File: src/rtl/demux_fixed_pipeline.sv
`default_nettype none
// ============================================================================
// Module   : demux_fixed_pipeline
// Brief    : Pipelined 1-to-N demultiplexer tree, one register level per digit
// Revision : 1.0 - initial release
// ============================================================================
module demux_fixed_pipeline #(
  parameter int WIDTH        = 4,
  parameter int OUTPUT_COUNT = 2,
  parameter int DEMUX_SIZE   = 2
) (
  input  logic                            clk,
  input  logic                            rst_n,
  input  logic                            in_valid,
  input  logic [$clog2(OUTPUT_COUNT)-1:0] sel,
  input  logic [WIDTH-1:0]                in,
  output logic [WIDTH*OUTPUT_COUNT-1:0]   out,
  output logic [OUTPUT_COUNT-1:0]         out_valid,
  output logic                            drop
);

  localparam int c_D      = $clog2(DEMUX_SIZE);
  localparam int c_SELW   = $clog2(OUTPUT_COUNT);
  localparam int c_L      = (c_SELW + c_D - 1) / c_D;
  localparam int c_PATHW  = c_L * c_D;
  localparam int c_LEAVES = 1 << c_PATHW;

  function automatic int level_nodes(input int k);
    return 1 << ((k + 1) * c_D);
  endfunction

  function automatic int level_off(input int k);
    int s;
    s = 0;
    for (int j = 0; j < k; j++) s += level_nodes(j);
    return s;
  endfunction

  // Source slot 0 is the input port; slot 1+i is inner tree node i.
  function automatic int par_idx(input int k, input int n);
    return (k == 0) ? 0 : 1 + level_off(k - 1) + (n >> c_D);
  endfunction

  localparam int c_INNER = level_off(c_L - 1);

  logic [c_INNER:0]            w_src_vld;
  logic [WIDTH-1:0]            w_src_data [c_INNER+1];
  logic [c_PATHW-1:0]          w_src_path [c_L];
  logic [c_LEAVES-1:0]         w_leaf_hit;
  logic                        w_drop_hit;

  logic [WIDTH*OUTPUT_COUNT-1:0] r_out;
  logic [OUTPUT_COUNT-1:0]       r_out_valid;
  logic                          r_drop;

  assign w_src_vld[0]  = in_valid;
  assign w_src_data[0] = in;
  assign w_src_path[0] = c_PATHW'(sel);

  if (c_L > 1) begin : g_tree
    logic [c_INNER-1:0] r_vld;
    logic [WIDTH-1:0]   r_data [c_INNER];
    logic [c_PATHW-1:0] r_path [c_L-1];
    logic [c_INNER-1:0] w_node_hit;

    assign w_src_vld[c_INNER:1] = r_vld;
    for (genvar i = 0; i < c_INNER; i++) begin : g_src_data
      assign w_src_data[i+1] = r_data[i];
    end
    for (genvar k = 1; k < c_L; k++) begin : g_src_path
      assign w_src_path[k] = r_path[k-1];
    end

    // A node loads when its parent holds the transfer and its prefix matches the path.
    always_comb begin
      w_node_hit = '0;
      for (int k = 0; k < c_L - 1; k++) begin
        for (int n = 0; n < level_nodes(k); n++) begin
          w_node_hit[level_off(k) + n] = w_src_vld[par_idx(k, n)] &&
            ((w_src_path[k] >> (c_PATHW - (k + 1) * c_D)) == c_PATHW'(n));
        end
      end
    end

    always_ff @(posedge clk) begin
      if (!rst_n) begin
        r_vld <= '0;
        for (int i = 0; i < c_INNER; i++) r_data[i] <= '0;
        for (int k = 0; k < c_L - 1; k++) r_path[k] <= '0;
      end else begin
        r_vld <= w_node_hit;
        for (int k = 0; k < c_L - 1; k++) begin
          r_path[k] <= w_src_path[k];
          for (int n = 0; n < level_nodes(k); n++) begin
            if (w_node_hit[level_off(k) + n])
              r_data[level_off(k) + n] <= w_src_data[par_idx(k, n)];
          end
        end
      end
    end
  end

  // Leaves at or beyond OUTPUT_COUNT have no lane; hitting one means the word is dropped.
  always_comb begin
    w_leaf_hit = '0;
    w_drop_hit = 1'b0;
    for (int n = 0; n < c_LEAVES; n++) begin
      w_leaf_hit[n] = w_src_vld[par_idx(c_L - 1, n)] &&
                      (w_src_path[c_L-1] == c_PATHW'(n));
      if (n >= OUTPUT_COUNT) w_drop_hit = w_drop_hit | w_leaf_hit[n];
    end
  end

  always_ff @(posedge clk) begin
    if (!rst_n) begin
      r_out       <= '0;
      r_out_valid <= '0;
      r_drop      <= 1'b0;
    end else begin
      r_out_valid <= w_leaf_hit[OUTPUT_COUNT-1:0];
      r_drop      <= w_drop_hit;
      for (int n = 0; n < OUTPUT_COUNT; n++) begin
        if (w_leaf_hit[n]) r_out[n*WIDTH +: WIDTH] <= w_src_data[par_idx(c_L - 1, n)];
      end
    end
  end

  assign out       = r_out;
  assign out_valid = r_out_valid;
  assign drop      = r_drop;

endmodule
`default_nettype wire

File: config.mk
export PLATFORM = sky130hd
export DESIGN_NAME = demux_fixed_pipeline
export DESIGN_NICKNAME = d
export VERILOG_FILES = /design/src/rtl/demux_fixed_pipeline.sv
export SDC_FILE = /design/constraint.sdc
export NUM_CORES = 1
export LEC_CHECK = 0
export BUFFER_PORTS_ARGS = -buffer_cell sky130_fd_sc_hd__buf_2
export CAP_MARGIN = 10
export CORE_MARGIN = 1
export CORE_UTILIZATION = 25
export DETAILED_ROUTE_END_ITERATION = 7
export GPL_ROUTABILITY_DRIVEN = 0
export PLACE_DENSITY = 0.5
export SYNTH_ARGS = -nofsm -noshare
export SYNTH_HDL_FRONTEND = slang
export SYNTH_SLANG_ARGS = --single-unit
File: constraint.sdc
create_clock -name clk -period 1.3 [get_ports clk]
set_input_delay 0.26 -clock clk [delete_from_list [all_inputs] [get_ports clk]]
set_output_delay 0.26 -clock clk [all_outputs]
set_load 0.02 [all_outputs]
After elaboration in Yosys (flattened, before gate mapping). Index checks and enable logic that the tools add are counted.

Output and inout port bits: 11. Register bits: 10. Input bits: 8. Word-level logic and storage cells: 6.

Reductions and logical operators: 2. Bitwise gates (word level): 1.

Operator list (number): $logic_and A1 B1 Y1 (2); $not A1 Y1 (1).

Depth between registers and ports, before layout. Gate-level depths: netlist of run 1.

Depth after elaboration: 2. Gate-level depth with buffers: 3. Depth with buffers taken out: 2.

Least setup slack after synthesis of run 1. OpenSTA, ideal clock, no wires.

Kind: input -> register. Start: input port sel. End: register r_out[6], in the netlist out[6]. Cell stages on the path: 3. Data required time: 1.181 ns. Slack: 0.558 ns. Data arrival time: 0.623 ns. Path buffers: 1. Library setup time: 0.119 ns. Cells stage by stage: and2_1 -> buf_6 -> mux2i_1.

Word-level cells in the longest chain between the ends: 1.

RTL lines: from (decl) (RTL line 15) `input logic [$clog2(OUTPUT_COUNT)-1:0] sel,`; $logic_and A1 B1 Y1 (RTL line 108) `w_leaf_hit[n] = w_src_vld[par_idx(c_L - 1, n)] &&`; to (signal, indexed assignment) (RTL line 123) `if (w_leaf_hit[n]) r_out[n*WIDTH +: WIDTH] <= w_src_data[par_idx(c_L - 1, n)];`; to (decl) (RTL line 52) `logic [WIDTH*OUTPUT_COUNT-1:0] r_out;`.

No other way between the ends. A chain may end at the register's enable or synchronous reset.

Worst setup path in the final report of run 1.
Start: register r_out[0], in the netlist out[0]. End: output port out[0].

RTL lines: to (decl) (RTL line 17) `output logic [WIDTH*OUTPUT_COUNT-1:0] out,`.

No word-level cell between the ends.

==> impl_metrics.py, run 1 <==
metrics = {
    "yosys": {
        "ys_ff_latch": 10,
        "syn_avg_cell_area_um2": 9.95,
        "synth_nets": 48,
        "ys_seq_area_share_pct": 50.3,
        "synthesis.area_um2": 398,
        "yosysUniqueCellTypes": 11,
        "synth_warnings": 0,
        "syn_inst": 40,
    },
    "floorplanning": {
        "rows": 14,
        "ios": 19,
        "core_um2": 1490,
        "initial_core_util_pct": 26.7,
        "die_h_um": 41.9,
        "design.die.area_um2": 1760,
        "die_w_um": 41.9,
    },
    "clocking": {
        "numCtsBuffers": 3,
        "post_cts_resized": 0,
        "cts-root-buf": "clkbuf_4",
        "tritoncts": "built",
        "clock_latency_ns": 0.27,
        "clkSlewWorstSetupHoldPaths_ns": 0.06,
        "cts_setup_buffers": 0,
        "h-tree-depth": 1,
        "cts_buffer_depth": 2,
        "cts.sinks": 10,
        "hold_buffers": 0,
    },
    "power": {
        "powerDensity_nw_per_um2": 1290,
        "p_clk_share_pct": 34.5,
        "combPwrFrac_pct": 13.1,
        "ir_drop_uv": 440,
        "sw_frac_of_total_pct": 26.2,
        "p_seq_share_pct": 52.5,
        "power_leakage_uw": 0.000260,
        "internal_power_uw": 460,
        "switchingPower_uw": 164,
    },
    "routing": {
        "first_iter_violations": 8,
        "final_antenna_net_count": 0,
        "first_pass_iters": 2,
        "vias": 314,
        "vias_per_cell": 4.36,
        "drc_errors": 0,
        "avgRoutedWirePerCell_um": 9.75,
        "wl_um": 702,
    },
    "timing": {
        "final_hold_viol_count": 0,
        "clock_skew_ns": 0,
        "period_minus_slack_ns": 1.03,
        "setup_viol_count_final": 0,
        "finalMaxSlewViolations": 0,
        "fmax_mhz": 972,
        "grt_setup_unrepaired": "no",
        "min_period_over_period_pct": 79.1,
        "fin_tns_setup_ns": 0,
    },
    "worst_setup_path": {
        "crit_path_cell_trace": "buf_2",
        "cp-startpoint": "out[0]",
        "critical-path-top-delay-family": "flip-flops",
        "cp_data_required_time_ns": 1.04,
        "path_buf_inv": 1,
        "reg2reg_from": "out[5]",
        "critPathArrivalTime_ns": 0.77,
        "worst-setup-path-type": "reg2out",
        "end_kind": "output pin",
        "cp_slowest_cell": "dfxtp_1",
        "startpoint_type": "flop",
        "path_max_fanout": 2,
        "cp_slowest_stage_delay_ns": 0.33,
    },
    "layout": {
        "syn_to_final_growth_pct": 21.7,
        "final_nets": 66,
        "n_fill_cell": 162,
        "antennaDiodeCount": 0,
        "multi_input_area_um2": 153,
        "drive_gt1_share_pct": 37.5,
        "final_area_um2": 484,
        "seqCellArea_um2": 200,
    },
    "grt": {
        "grt_pass1_wl_mm": 1.24,
        "grt_overflow": 0,
        "grt_usage_pct": 10.5,
        "antenna_found_initial": 0,
        "first_global_vias": 300,
        "grt_start_max_net_pins": 15,
    },
    "placed_design": {
        "place_area_um2": 462,
        "port_buffers": 17,
    },
    "worst_hold_path": {
        "hold_class": "in2reg",
        "min-delay-start": "in[0]",
    },
    "flow_run": {
        "maxCapViolCount": 0,
    },
    "run_status": {
        "status": "completed",
    },
}
-- worst paths after layout --
kind              slack [ns]      to  cells past startpoint
setup / recovery        0.27  out[0]                      1
hold / removal          0.26  out[0]                      3
setup reg to reg        0.73  out[5]                      2
hold reg to reg         0.45  out[6]                      2
-- metal layers --
metal  GRT usage, %  share of wire [%]  vias up
met2           12.8                 39       17
li1               -                  -      156
met1           11.5                 46      139
met5              0                  0        -
met4           7.74                1.7        0
met3           8.70                 13        2
-- logic make-up after synthesis --
group | Yosys count | synth area share (%)
other | 1 | 0.942
flip-flops | 10 | 50.3
AND/OR/NAND/NOR | 16 | 17.3
buffers and inverters | 5 | 11.3
multiplexers | 8 | 20.1
-- area by class of cell --
type                            count  area share, %
Inverter                            1          0.775
Sequential cell                    10           41.3
Timing Repair Buffer               17           17.6
Tap cell                           16           4.13
Clock buffer                        3           4.65
Multi-Input combinational cell     25           31.5
-- through the flow --
step / std cells / setup slack (ns) / hold slack [ns] / power (uW) / util, %
after floorplan: 40 / 0.558 / 0.422 / 397 / -
after global placement: 69 / 0.394 / 0.442 / 417 / 31.0
after detailed placement: 69 / 0.386 / 0.452 / 417 / 31.0
after CTS: 72 / 0.264 / 0.260 / 634 / 32.5
after global routing: 72 / 0.219 / 0.256 / 664 / 32.5
final: 72 / 0.271 / 0.263 / 624 / 32.5
-- power groups by stage --
stage / clock, uW / combinational (uW) / sequential [uW]
floorplan: 0 / 43.5 / 354
global placement: 0 / 82.2 / 334
detailed placement: 0 / 82.0 / 335
CTS: 225 / 82.1 / 328
finish: 215 / 81.5 / 327
global route: 245 / 90.0 / 329
-- layout by cell type (no fill, tap or decap) --
cell type  instances
clkbuf_4           3
nand2_1           12
nand2b_1           1
mux2i_1            8
inv_1              1
dfxtp_1           10
and2_1             1
conb_1             1
buf_2             17
and3_2             1
nor2_1             1
-- flip-flops by register name, indices dropped and copies added, names as in the netlist --
| signal | cells |
|---|---|
| out | 8 |
| out_valid | 2 |
-- Yosys cell counts --
| library cell | instances | area share, % |
|---|---|---|
| and2_1 | 1 | 1.6 |
| and3_2 | 1 | 1.9 |
| buf_4 | 1 | 1.9 |
| buf_6 | 3 | 8.5 |
| conb_1 | 1 | 0.94 |
| dfxtp_1 | 10 | 50 |
| inv_1 | 1 | 0.94 |
| mux2i_1 | 8 | 20 |
| nand2_1 | 12 | 11 |
| nand2b_1 | 1 | 1.6 |
| nor2_1 | 1 | 0.94 |
No activity file was read; power rests on OpenSTA's default activity.
==> run 2, diff against run 1 <==
PLACE_DENSITY = 0.52   (was 0.5)
clock period = 0.9 ns   (was 1.3 ns; I/O delays follow)
==> run 2 against run 1 <==
Net effect:
- design area up 18%
- wire length did not move
- via count shrank 5.7%
- die area is the same
- non-clock buffer count grew 2
- first-iteration DRC count down 38%
- worst setup slack got worse by 0.26 ns
- critical path type unchanged
- highest routed layer is now met3
==> impl_metrics.py, run 2 (synthesized netlist as in run 1, its figures left out) <==
metrics = {
    "run_status": {
        "status": "completed",
    },
    "clocking": {
        "numCtsBuffers": 3,
        "tritoncts": "built",
        "clkSlewWorstSetupHoldPaths_ns": 0.06,
        "clock_latency_ns": 0.25,
        "cts.sinks": 10,
        "cts-root-buf": "clkbuf_4",
        "h-tree-depth": 1,
        "hold_buffers": 0,
        "cts_buffer_depth": 2,
    },
    "grt": {
        "grt_overflow": 0,
        "grt_start_max_net_pins": 15,
        "antenna_found_initial": 0,
        "grt_pass1_wl_mm": 1.18,
        "grt_usage_pct": 9.42,
        "first_global_vias": 267,
    },
    "layout": {
        "final_common_cell": "nand2_1",
        "final_nets": 68,
        "final_util_pct": 38.5,
        "largest_reg_flops": 8,
        "drive_gt1_share_pct": 55.2,
        "syn_to_final_growth_pct": 44.0,
        "antennaDiodeCount": 0,
        "layout_common_cells": "nand2_1, buf_6, dfxtp_2",
    },
    "worst_setup_path": {
        "critical-path-top-delay-family": "flip-flops",
        "startpoint_type": "flop",
        "cp_slowest_stage_delay_ns": 0.34,
        "worst-setup-path-type": "reg2out",
        "reg2reg_from": "out[2]",
        "end_kind": "output pin",
        "cp_data_required_time_ns": 0.72,
        "cp_slowest_cell": "dfxtp_2",
        "r2r_end": "out[2]",
        "path_buf_inv": 1,
        "crit_path_cell_trace": "buf_6",
        "r2r_slack_ns": 0.23,
        "path_max_fanout": 2,
        "critPathArrivalTime_ns": 0.71,
        "r2r_cells": 3,
    },
    "routing": {
        "avgRoutedWirePerCell_um": 9.49,
        "wl_um": 702,
        "final_antenna_net_count": 0,
        "first_iter_violations": 5,
        "vias": 296,
        "drc_errors": 0,
        "vias_per_cell": 4.00,
        "first_pass_iters": 4,
    },
    "placed_design": {
        "hpwl_um": 474,
        "post-place-ws_ns": 0.0731,
        "port_buffers": 17,
    },
    "floorplanning": {
        "design.die.area_um2": 1760,
        "core_um2": 1490,
        "rows": 14,
        "initial_core_util_pct": 26.7,
        "die_h_um": 41.9,
        "die_w_um": 41.9,
        "ios": 19,
    },
    "worst_hold_path": {
        "hold_end": "out[6]",
        "holdPathStages": 3,
        "hold_class": "in2reg",
        "min-delay-start": "in[2]",
    },
    "timing": {
        "fmax_mhz": 1120,
        "final_hold_viol_count": 0,
        "setup_viol_count_final": 0,
        "fin_ws_ns": 0.00685,
        "clock_skew_ns": 0,
        "min_period_over_period_pct": 99.2,
        "period_minus_slack_ns": 0.893,
        "finalMaxSlewViolations": 0,
        "grt_setup_unrepaired": "yes",
    },
    "power": {
        "powerDensity_nw_per_um2": 1620,
        "total_power_uw": 926,
        "power_leakage_uw": 0.000283,
        "ir_drop_uv": 662,
    },
    "flow_run": {
        "maxCapViolCount": 0,
    },
}
==> run 2: changes by cell type in the layout (fill, tap and decap cells not counted) <==
cell,delta
buf_2,-10
buf_4,+2
dfxtp_2,+9
buf_6,+10
dfxtp_1,-9
==> run 2: worst min-delay path, stage by stage <==
cell and delay [ns]:
buf_2 0.10, nand2_1 0.06, mux2i_1 0.06
==> run 2: power breakdown <==
| group | switching [uW] | internal [uW] | leakage [uW] |
|---|---|---|---|
| combinational | 72.1 | 75.5 | 0.000184 |
| sequential | 14.3 | 469 | 0.0000856 |
| clock | 142 | 154 | 0.0000138 |
| total | 228 | 698 | 0.000283 |
==> run 2: area by class of cell <==
cell class / instances / area (um2)
well taps: 16 / 20.0
fillers: 150 / 916
multi-input cells: 25 / 153
repair buffers: 19 / 163
flip-flops and latches: 10 / 211
inverters: 1 / 3.75
clock buffers: 3 / 22.5
==> run 2: per-layer routing <==
layer  part of all wire, %  GRT usage (%)  up-vias
met5                     0              0        -
met1                    47           11.7      126
li1                      -              -      161
met2                    45           11.9        9
met3                   7.8           4.78        0
met4                     0           7.74        0
==> run 2: worst max path at each step <==
stage            startpoint            to  slack [ns]  cells after the start
2_1_floorplan        out[0]        out[0]        0.24                      2
3_3_place_gp            sel        out[3]        0.07                      3
3_5_place_dp            sel        out[0]        0.07                      3
4_1_cts        out_valid[1]  out_valid[1]      0.0009                      1
5_1_grt              out[5]        out[5]       -0.03                      1
6_report             out[3]        out[3]       0.007                      1
==> run 2: repair_timing <==
item	in CTS	in global routing
endpoints found under the setup margin	8	10
pin swaps	0	0
gates cloned	0	0
gates resized for setup	24	5
buffers inserted	0	2
hold endpoints to repair	0	0
==> run 2: metrics by stage <==
step	instances	TNS [ns]	hold WS, ns	cell area, um2
2_1_floorplan	40	0	0.342	398
3_3_place_gp	69	0	0.445	462
6_report	74	0	0.187	573
3_5_place_dp	69	0	0.443	462
5_1_grt	74	-0.121	0.190	573
4_1_cts	72	0	0.182	544
==> run 3, diff against run 2 <==
PLACE_DENSITY = 0.5   (was 0.52)
SLEW_MARGIN = 20   (was default)
clock period = 1 ns   (was 0.9 ns; I/O delays follow)
==> run 3 against run 2 <==
Net effect:
- utilization shrank 5.2 points
- global-route usage increased by 1.0 points
- via count is 6.1% higher
- power down 12%
- die area is the same
- design area fell by 14%
- register-to-register slack improved by 0.19 ns
- largest power group unchanged
- sequential share of layout area rose by 3.8 points
- clock skew unchanged
- sequential power fell by 12%
- highest routed layer is now met4
==> impl_metrics.py, run 3 (synthesized netlist as in run 1, its figures left out) <==
metrics = {
    "timing": {
        "min_period_over_period_pct": 96.4,
        "fmax_mhz": 1040,
        "period_minus_slack_ns": 0.964,
        "finalMaxSlewViolations": 0,
        "clock_skew_ns": 0,
        "setup_viol_count_final": 0,
        "grt_setup_unrepaired": "no",
        "final_hold_viol_count": 0,
        "fin_tns_setup_ns": 0,
        "whs_ns": 0.199,
    },
    "floorplanning": {
        "core_um2": 1490,
        "rows": 14,
        "die_h_um": 41.9,
        "die_w_um": 41.9,
        "initial_core_util_pct": 26.7,
        "ios": 19,
        "design.die.area_um2": 1760,
    },
    "routing": {
        "avgRoutedWirePerCell_um": 9.88,
        "wl_um": 711,
        "first_pass_iters": 2,
        "first_iter_violations": 8,
        "final_antenna_net_count": 0,
        "vias": 314,
        "vias_per_cell": 4.36,
        "drc_errors": 0,
    },
    "layout": {
        "final_nets": 66,
        "syn_to_final_growth_pct": 24.5,
        "largest_reg_flops": 8,
        "final_common_cell": "buf_2",
        "final_util_pct": 33.3,
        "drive_gt1_share_pct": 39.3,
        "antennaDiodeCount": 0,
        "n_fill_cell": 163,
        "layout_common_cells": "buf_2, nand2_1, dfxtp_1",
        "final_area_um2": 495,
    },
    "clocking": {
        "hold_buffers": 0,
        "cts-root-buf": "clkbuf_4",
        "cts_setup_buffers": 0,
        "tritoncts": "built",
        "clock_latency_ns": 0.27,
        "cts_buffer_depth": 2,
        "post_cts_resized": 0,
        "h-tree-depth": 1,
        "clkSlewWorstSetupHoldPaths_ns": 0.06,
        "numCtsBuffers": 3,
        "cts.sinks": 10,
    },
    "worst_setup_path": {
        "cp-startpoint": "out[0]",
        "cp_slowest_stage_delay_ns": 0.35,
        "crit_path_cell_trace": "buf_4",
        "crit_cells": 1,
        "reg2reg_from": "out[0]",
        "r2r_cells": 2,
        "critical-path-top-delay-family": "flip-flops",
        "startpoint_type": "flop",
        "cp_data_required_time_ns": 0.80,
        "worst-setup-path-type": "reg2out",
        "path_max_fanout": 2,
        "critPathArrivalTime_ns": 0.76,
        "cp_slowest_cell": "dfxtp_1",
        "end_kind": "output pin",
        "path_buf_inv": 1,
    },
    "grt": {
        "grt_pass1_wl_mm": 1.24,
        "antenna_found_initial": 0,
        "grt_usage_pct": 10.5,
        "grt_start_max_net_pins": 15,
        "first_global_vias": 300,
        "grt_overflow": 0,
    },
    "power": {
        "powerDensity_nw_per_um2": 1650,
        "ir_drop_uv": 573,
        "total_power_uw": 817,
        "power_leakage_uw": 0.000261,
    },
    "placed_design": {
        "port_buffers": 17,
        "place_area_um2": 462,
    },
    "worst_hold_path": {
        "min-delay-start": "in[3]",
        "hold_class": "in2reg",
        "holdPathStages": 3,
    },
    "run_status": {
        "status": "completed",
    },
    "flow_run": {
        "maxCapViolCount": 0,
    },
}
run 3: cell count changes in the layout (fill, tap and decap cells not counted), sizes merged:
cell and delta:
buf -2
run 3: through the flow:
step                      setup WS (ns)  instances
final                            0.0356         72
after global routing            0.00401         72
after CTS                        0.0239         72
after detailed placement          0.146         69
after global placement            0.154         69
after floorplan                   0.318         40
run 3: path summary, 6_finish.rpt:
| path | to | slack (ns) |
|---|---|---|
| worst min-delay path | out[3] | 0.20 |
| worst min register to register | out[6] | 0.45 |
| worst max register to register | out[0] | 0.42 |
| worst max-delay path | out[0] | 0.04 |
run 3: report_power, final:
part | switching [uW] | total (uW) | internal (uW)
registers | 8.30 | 427 | 418
clock network | 140 | 279 | 139
logic | 65.0 | 110 | 45.5
run 3: per-layer routing:
| layer | routed length, um | track usage [%] | vias to the layer above |
|---|---|---|---|
| met5 | 0 | 0 | - |
| met4 | 12 | 7.74 | 0 |
| met3 | 91 | 8.70 | 2 |
| met2 | 278 | 12.8 | 17 |
| met1 | 329 | 11.5 | 140 |
| li1 | - | - | 155 |
run 3: area by class of cell:
cell class	count	area, um2	share of cell area [%]
clock buffer	3	22.5	4.55
sequential	10	201	40.7
tap	16	20.0	4.04
inverter	1	3.75	0.758
timing repair buffer	17	95.1	19.2
multi-input combinational	25	153	30.8
